### src/rtl/scan_test_ctrl.sv
// Scan test sequencer: loads a pattern into a scan chain, runs a functional
// capture window, unloads the captured state and compares it with an expected value.
module scan_test_ctrl #(
    parameter int unsigned CHAIN_LEN      = 8,
    parameter int unsigned CAPTURE_CYCLES = 1
) (
    input  logic                 clk,
    input  logic                 rst,
    input  logic                 start,
    input  logic [CHAIN_LEN-1:0] pattern,
    input  logic [CHAIN_LEN-1:0] expected,
    output logic                 scan_en,
    output logic                 scan_in,
    output logic                 func_en,
    input  logic                 scan_out,
    output logic                 busy,
    output logic                 done,
    output logic                 pass,
    output logic [CHAIN_LEN-1:0] response,
    output logic [7:0]           fail_cnt
);

    localparam int unsigned MAX_LEN = (CHAIN_LEN > CAPTURE_CYCLES) ? CHAIN_LEN : CAPTURE_CYCLES;
    localparam int unsigned CNT_W   = $clog2(MAX_LEN) + 1;
    localparam int unsigned SHIFT_W = CHAIN_LEN - 1;

    localparam logic [CNT_W-1:0] CHAIN_LAST = CNT_W'(CHAIN_LEN - 1);
    localparam logic [CNT_W-1:0] CAP_LAST   = CNT_W'(CAPTURE_CYCLES - 1);

    typedef enum logic [2:0] {
        ST_IDLE,
        ST_LOAD,
        ST_CAPTURE,
        ST_UNLOAD,
        ST_DONE
    } state_t;

    state_t               state;
    state_t               state_nxt;
    logic [SHIFT_W-1:0]   shift_q;
    logic [CHAIN_LEN-1:0] expected_q;
    logic [CNT_W-1:0]     cnt;
    logic                 accept_c;
    logic                 phase_change_c;
    logic                 counting_c;
    logic [CHAIN_LEN-1:0] unload_word_c;

    // scan_in is the MSB of the load shift register; shift_q holds the remaining bits
    always_comb begin
        state_nxt      = state;
        accept_c       = start && ((state == ST_IDLE) || (state == ST_DONE));
        unload_word_c  = {response[CHAIN_LEN-2:0], scan_out};
        counting_c     = (state == ST_LOAD) || (state == ST_CAPTURE) || (state == ST_UNLOAD);

        case (state)
            ST_IDLE: begin
                if (accept_c) begin
                    state_nxt = ST_LOAD;
                end
            end
            ST_LOAD: begin
                if (cnt == CHAIN_LAST) begin
                    state_nxt = ST_CAPTURE;
                end
            end
            ST_CAPTURE: begin
                if (cnt == CAP_LAST) begin
                    state_nxt = ST_UNLOAD;
                end
            end
            ST_UNLOAD: begin
                if (cnt == CHAIN_LAST) begin
                    state_nxt = ST_DONE;
                end
            end
            ST_DONE: begin
                state_nxt = accept_c ? ST_LOAD : ST_IDLE;
            end
            default: begin
                state_nxt = ST_IDLE;
            end
        endcase

        phase_change_c = (state_nxt != state);
    end

    // State, datapath and registered outputs
    always_ff @(posedge clk) begin
        if (rst) begin
            state      <= ST_IDLE;
            shift_q    <= '0;
            expected_q <= '0;
            cnt        <= '0;
            scan_en    <= 1'b0;
            scan_in    <= 1'b0;
            func_en    <= 1'b0;
            busy       <= 1'b0;
            done       <= 1'b0;
            pass       <= 1'b0;
            response   <= '0;
            fail_cnt   <= '0;
        end else begin
            state <= state_nxt;

            if (phase_change_c) begin
                cnt <= '0;
            end else if (counting_c) begin
                cnt <= cnt + CNT_W'(1);
            end

            if (accept_c) begin
                scan_in    <= pattern[CHAIN_LEN-1];
                shift_q    <= pattern[SHIFT_W-1:0];
                expected_q <= expected;
            end else if ((state == ST_LOAD) && (state_nxt == ST_LOAD)) begin
                scan_in <= shift_q[SHIFT_W-1];
                shift_q <= {shift_q[SHIFT_W-2:0], 1'b0};
            end else begin
                scan_in <= 1'b0;
            end

            scan_en <= (state_nxt == ST_LOAD) || (state_nxt == ST_UNLOAD);
            func_en <= (state_nxt == ST_CAPTURE);
            busy    <= (state_nxt == ST_LOAD) || (state_nxt == ST_CAPTURE) ||
                       (state_nxt == ST_UNLOAD);
            done    <= (state_nxt == ST_DONE);

            if (state == ST_UNLOAD) begin
                response <= unload_word_c;
            end

            // Verdict taken on the final unload edge, using the fully assembled word
            if ((state == ST_UNLOAD) && (state_nxt == ST_DONE)) begin
                pass <= (unload_word_c == expected_q);
                if ((unload_word_c != expected_q) && (fail_cnt != 8'hFF)) begin
                    fail_cnt <= fail_cnt + 8'd1;
                end
            end
        end
    end

endmodule

### config.mk
export PLATFORM = sky130hd
export DESIGN_NAME = scan_test_ctrl
export DESIGN_NICKNAME = d
export VERILOG_FILES = /design/src/rtl/scan_test_ctrl.sv
export SDC_FILE = /design/constraint.sdc
export NUM_CORES = 1
export LEC_CHECK = 0
export BUFFER_PORTS_ARGS = -buffer_cell sky130_fd_sc_hd__buf_2
export CELL_PAD_IN_SITES_DETAIL_PLACEMENT = 0
export CELL_PAD_IN_SITES_GLOBAL_PLACEMENT = 2
export CORE_UTILIZATION = 30
export CTS_BUF_LIST = sky130_fd_sc_hd__clkbuf_4 sky130_fd_sc_hd__clkbuf_8 sky130_fd_sc_hd__clkbuf_16
export DETAILED_ROUTE_END_ITERATION = 10
export PLACE_DENSITY_LB_ADDON = 0.12
export SLEW_MARGIN = 10
export SYNTH_ARGS = -nofsm -noshare
export SYNTH_HDL_FRONTEND = slang
export SYNTH_SLANG_ARGS = --single-unit
export TNS_END_PERCENT = 100
### constraint.sdc
create_clock -name clk -period 3.01 [get_ports clk]
set_clock_uncertainty 0.1 [all_clocks]
set_input_delay 0.7525 -clock clk [delete_from_list [all_inputs] [get_ports clk]]
set_output_delay 0.7525 -clock clk [all_outputs]
set_load 0.01 [all_outputs]
# Word level (Yosys, flattened, before mapping)
# Index checks and enable logic that the tools add are counted.
[op_classes]
n_mux = 10
n_lt_le_gt_ge = 0
n_addsub = 2
n_reduce_logical = 15
bitwise = 0
mul = 0
shift = 0
div = 0
n_eq_ne = 13
[op_table]
columns = ["cell", "n"]
rows = [
  ["case mux 3 bit (5 select lines)", 1],
  ["two-way mux 7 bit", 2],
  ["equality test 3 x 2 -> 1 bit, second input constant", 4],
  ["two-way mux 3 bit", 4],
  ["adder 8 x 1 -> 8 bit, second input constant", 1],
  ["equality test 8 bit", 1],
  ["inequality test 8 bit", 1],
  ["inequality test 8 bit, second input constant", 1],
  ["equality test 3 x 1 -> 1 bit, second input constant", 2],
  ["equality test 3 bit, second input constant", 2],
  ["logical OR 1 bit", 6],
  ["adder 4 x 1 -> 4 bit, second input constant", 1],
  ["equality test 4 x 3 -> 1 bit, second input constant", 1],
  ["logical AND 1 bit", 4],
  ["zero test 4 bit", 1],
  ["zero test 3 bit", 1],
  ["two-way mux 1 bit", 3],
  ["inequality test 3 bit", 1],
  ["AND reduction 2 bit", 1],
  ["nonzero test 2 bit", 1],
  ["OR reduction 2 bit", 1],
]
[totals]
n_memories = 0
latch_bits = 0
reg_bits = 44
rom_bits = 0
mem_bits_rw = 0

# Logic depth before layout (Yosys ltp)
[logic_depth]
word_depth = 9
ltp_mapped = 8
depth_no_buf = 7

# Worst setup path after synthesis
# OpenSTA, ideal clock, no wires.
[synth_timing]
path_type = "in2reg"
from = "in scan_out"
to = "reg fail_cnt[5]"
path_buffers = 1
slack_ps = 837
stages = 6
arrival_ps = 1951
path_cell_list = "xor2_1 > nor4_4 > a211oi_4 > buf_6 > nor3b_2 > mux2_4"
[synth_via]
elab_chain_len = 3
[synth_rtl]
columns = ["item", "line_no", "rtl"]
rows = [
  ["start, declared", "15", "input logic scan_out,"],
  ["inequality test 8 bit", "135", "if ((unload_word_c != expected_q) && (fail_cnt != 8'hFF)) begin"],
  ["logical AND 1 bit", "135", ""],
  ["AND reduction 2 bit (no line)", "--", ""],
  ["end signal, assigned", "136", "fail_cnt <= fail_cnt + 8'd1;"],
  ["end, declared", "20", "output logic [7:0] fail_cnt"],
]
# No other way between the ends.
# A chain may end at the register's enable or synchronous reset.

# Final worst setup path
[layout_timing]
from = "reg state[0]"
to = "reg fail_cnt[4]"
[layout_via]
elab_chain_len = 8
word_cells_on_any_way = 16
[layout_rtl]
columns = ["item", "line_no", "rtl"]
rows = [
  ["start, declared", "38", "state_t state;"],
  ["start signal, assigned", "103", "state <= state_nxt;"],
  ["equality test 3 bit / zero test 3 bit (equally long branches)", "51, 55", ""],
  ["logical OR 1 bit", "51", "accept_c = start && ((state == ST_IDLE) || (state == ST_DONE));"],
  ["logical AND 1 bit", "51", ""],
  ["two-way mux 1 bit / two-way mux 3 bit (equally long branches)", "77, 57", ""],
  ["case mux 3 bit (5 select lines)", "55", "case (state)"],
  ["equality test 3 bit", "133", "if ((state == ST_UNLOAD) && (state_nxt == ST_DONE)) begin"],
  ["logical AND 1 bit *", "133", ""],
  ["AND reduction 2 bit (no line) *", "--", ""],
]
# Mark *: on every way between the ends. The rest lies on a longest branch, timed or not.

==> summary.md <==
| Metric | Value |
|---|---|
| Status | `finished, final reports clean` |
| Fill cells | `around 700` |
| Largest area contributor in the netlist | `dfxtp_1` |
| Async set-reset flop share out of synthesis | `0` |
| DRC viols | `0` |
| Maximum clock path buffer count | `2` |
| Crit. End Element | `register` |
| # rows | `29` |
| Max Freq | `about 430 MHz` |
| Final hold violations | `0` |
| Fin Setup TNS | `0 ns` |
| Initial Util | `0.309` |
| Via count | `between 1500 and 2000` |
| Dpl cell area | `about 2200 µm²` |
| Ant diodes | `0` |
| Setup CP Type | `register to register` |
| Cell variety after synth | `36` |
| Nets | `around 290` |
| Vias per cell | `roughly 4.7` |
| Leading cell type by number of instances after synthesis | `nand2_1` |
| Worst-margin pin slew | `roughly 0.52 ns` |
| Port bufs | `41` |
| Worst path buffer plus inverter count | `0` |
| CP max stage delay | `between 0.5 and 0.6 ns` |
| Final Critical Period | `roughly 2.3 ns` |
| CP Launch Type | `register` |
| Net Count, Synth | `between 200 and 250` |
| Area growth syn-to-layout | `19.9%` |
| Worst Path Arrival | `about 2.5 ns` |
| CTS H-tree lvls | `2` |
| Total Power | `between 0.001 and 0.0015 W` |
| Worst slew margin | `0.651` |
| Leak Pwr | `1.01 nW` |
| Main synth FF type | `dfxtp_1` |
| Grt total ovfl | `0` |
| IO Count | `between 40 and 50` |
| CP cell instances | `and3b_1 -> nand2_4 -> a211oi_4 -> nor3b_1 -> mux2_2` |
| EDFF count, synth | `0` |
| Chip width | `82.7 µm` |
| Mapped cell area | `1950 µm²` |
| Tot GR Track Use | `0.134` |
| CORE AREA | `around 6300 µm²` |
| Initial DRC Count | `just under 50` |
| RSZ-0062 raised after global routing | `no` |
| Synth Instances | `225` |
| CTS tree | `built` |
| #FFs+latches synth | `44` |
| Root Buffer Master | `clkbuf_8` |
| Crit share post-route | `0.781` |
| DRT Pass-1 Iters | `4` |
| First-pass GRT wire length | `between 6 and 7 mm` |
| Worst-path maximum fanout | `10` |
| Clk sinks | `44` |
| Die area | `6840 µm²` |
| Slew Viols, Final | `0` |
| Post-CTS Setup Bufs | `0` |
| Largest net degree at the start of global routing | `29` |
| Hold Buf Count CTS | `0` |
| Largest cells by area after synthesis | `dfxtp_1 45%, nand2_1 10%, a21oi_1 6.9%` |
| Gp weighted congestion | `between 0.6 and 0.7` |
| Post-cts resize count | `0` |
| Antenna-violating nets left | `0` |
| Clock latency on the worst-skew pair | `around 0.3 ns` |
| Max cap viols | `0` |
| Syn Area/Cell | `slightly below 9 µm²` |
| Worst path required time | `between 3 and 4 ns` |
| CTS buffer count | `5` |
| Vias in the first global route | `approximately 1400` |
| Post-synth top cells | `52 x nand2_1, 44 x dfxtp_1, 27 x a21oi_1` |
| Sequential-to-total area share from yosys stat | `0.451` |
| Min-Delay Path Class | `register to register` |
| Initial antenna violation count | `0` |
| Fraction of layout cells with a size suffix above 1 | `0.243` |
| Worst-path clk slew | `~0.09 ns` |
| Yosys warns | `0` |
| Synth top area share | `0.451` |
| Slowest-stage cell, CP | `dfxtp_1` |
| WHS | `between 0.3 and 0.4 ns` |
| Chip Height | `82.7 µm` |
| Post-detail-place hpwl | `~3.1 mm` |
| Peak VDD IR | `0.000179 V` |
| End-of-flow core utilization | `0.371` |
| Final wirelength | `4.37 mm` |
| CP top delay family | `simple AND/OR/NAND/NOR gates` |
| Final Cell Area | `~2300 µm²` |
| PwrDens | `527 nW/µm²` |
| Post-DR wirelength/cell | `12.7 µm` |
| Final setup violation count | `0` |
logic make-up (layout without fill, tap and decap cells):
group | after synthesis | count (layout) | share of synthesized area
buffers and inverters | 15 | 57 | 0.0429
adders and majority gates | 3 | 3 | 0.0192
muxes | 5 | 5 | 0.0288
xor gates and xnor gates | 13 | 13 | 0.0583
DFF | 44 | 44 | 0.451
AOI/OAI and AO/OA | 38 | 38 | 0.126
and+or+nand+nor | 107 | 107 | 0.274
final cells by class:
cell class / instances / area, µm² / share of cell area
Clock buffer: 7 / 96.3 / 0.0411
Timing Repair Buffer: 45 / 235 / 0.100
Inverter: 4 / 15.0 / 0.00641
Tap cell: 77 / 96.3 / 0.0411
Clock inverter: 1 / 30.0 / 0.0128
Multi-Input combinational cell: 166 / 988 / 0.422
Sequential cell: 44 / 881 / 0.376
power breakdown:
part / total [W] / internal [W] / switching [W]
Clock: 0.000504 / 0.000293 / 0.000210
Combinational: 0.000112 / 0.0000476 / 0.0000646
Sequential: 0.000620 / 0.000605 / 0.0000151
layer usage:
layer  track usage  up-vias  part of all wire
met5             0        -                 0
met4        0.0517        0             0.014
met3        0.0396        7             0.041
met2         0.204       32              0.44
met1         0.177      731              0.51
li1              -      839                 -
stage by stage:
| step | instances | setup WS, ns |
|---|---|---|
| after global routing | 344 | 0.452 |
| after CTS | 344 | 0.645 |
| after detailed placement | 336 | 0.509 |
| final | 344 | 0.661 |
| after global placement | 336 | 0.519 |
| after floorplan | 225 | 0.837 |
cell usage in the layout, fill, tap and decap left out, types with 3 or more instances in the layout:
cell type / synthesis / routed
a21oi_1: 27 / 27
a311oi_1: 6 / 6
buf_2: 1 / 41
buf_4: 1 / 4
clkbuf_8: 0 / 7
dfxtp_1: 44 / 44
ha_1: 3 / 3
inv_1: 4 / 4
mux2i_1: 3 / 3
nand2_1: 52 / 52
nand2b_1: 4 / 4
nand3_1: 3 / 3
nand3b_1: 5 / 5
nand4_1: 3 / 3
nor2_1: 25 / 25
xor2_1: 11 / 11
tightest hold or removal path, delay by kind of cell (launching register included):
| family | cells | cell delay (ns) |
|---|---|---|
| AOI/OAI and AO/OA | 1 | 0.05 |
| DFF | 1 | 0.31 |
| and+or+nand+nor | 1 | 0.05 |
worst paths after layout:
kind         depth (start not counted)         from  slack (ns)           to
max                                  5     state[0]        0.66  fail_cnt[4]
min reg2reg                          2  response[7]        0.35  response[7]
max reg2reg                          5     state[0]        0.66  fail_cnt[4]
min                                  2  response[7]        0.35  response[7]
flip-flops by register name (all words and copies together), names as in the netlist:
name,cells
done,1
fail_cnt,8
state,3
cnt,4
func_en,1
expected_q,8
scan_en,1
pass,1
response,8
shift_q,7
scan_in,1
busy,1
Power figures use the tool's default switching activity.
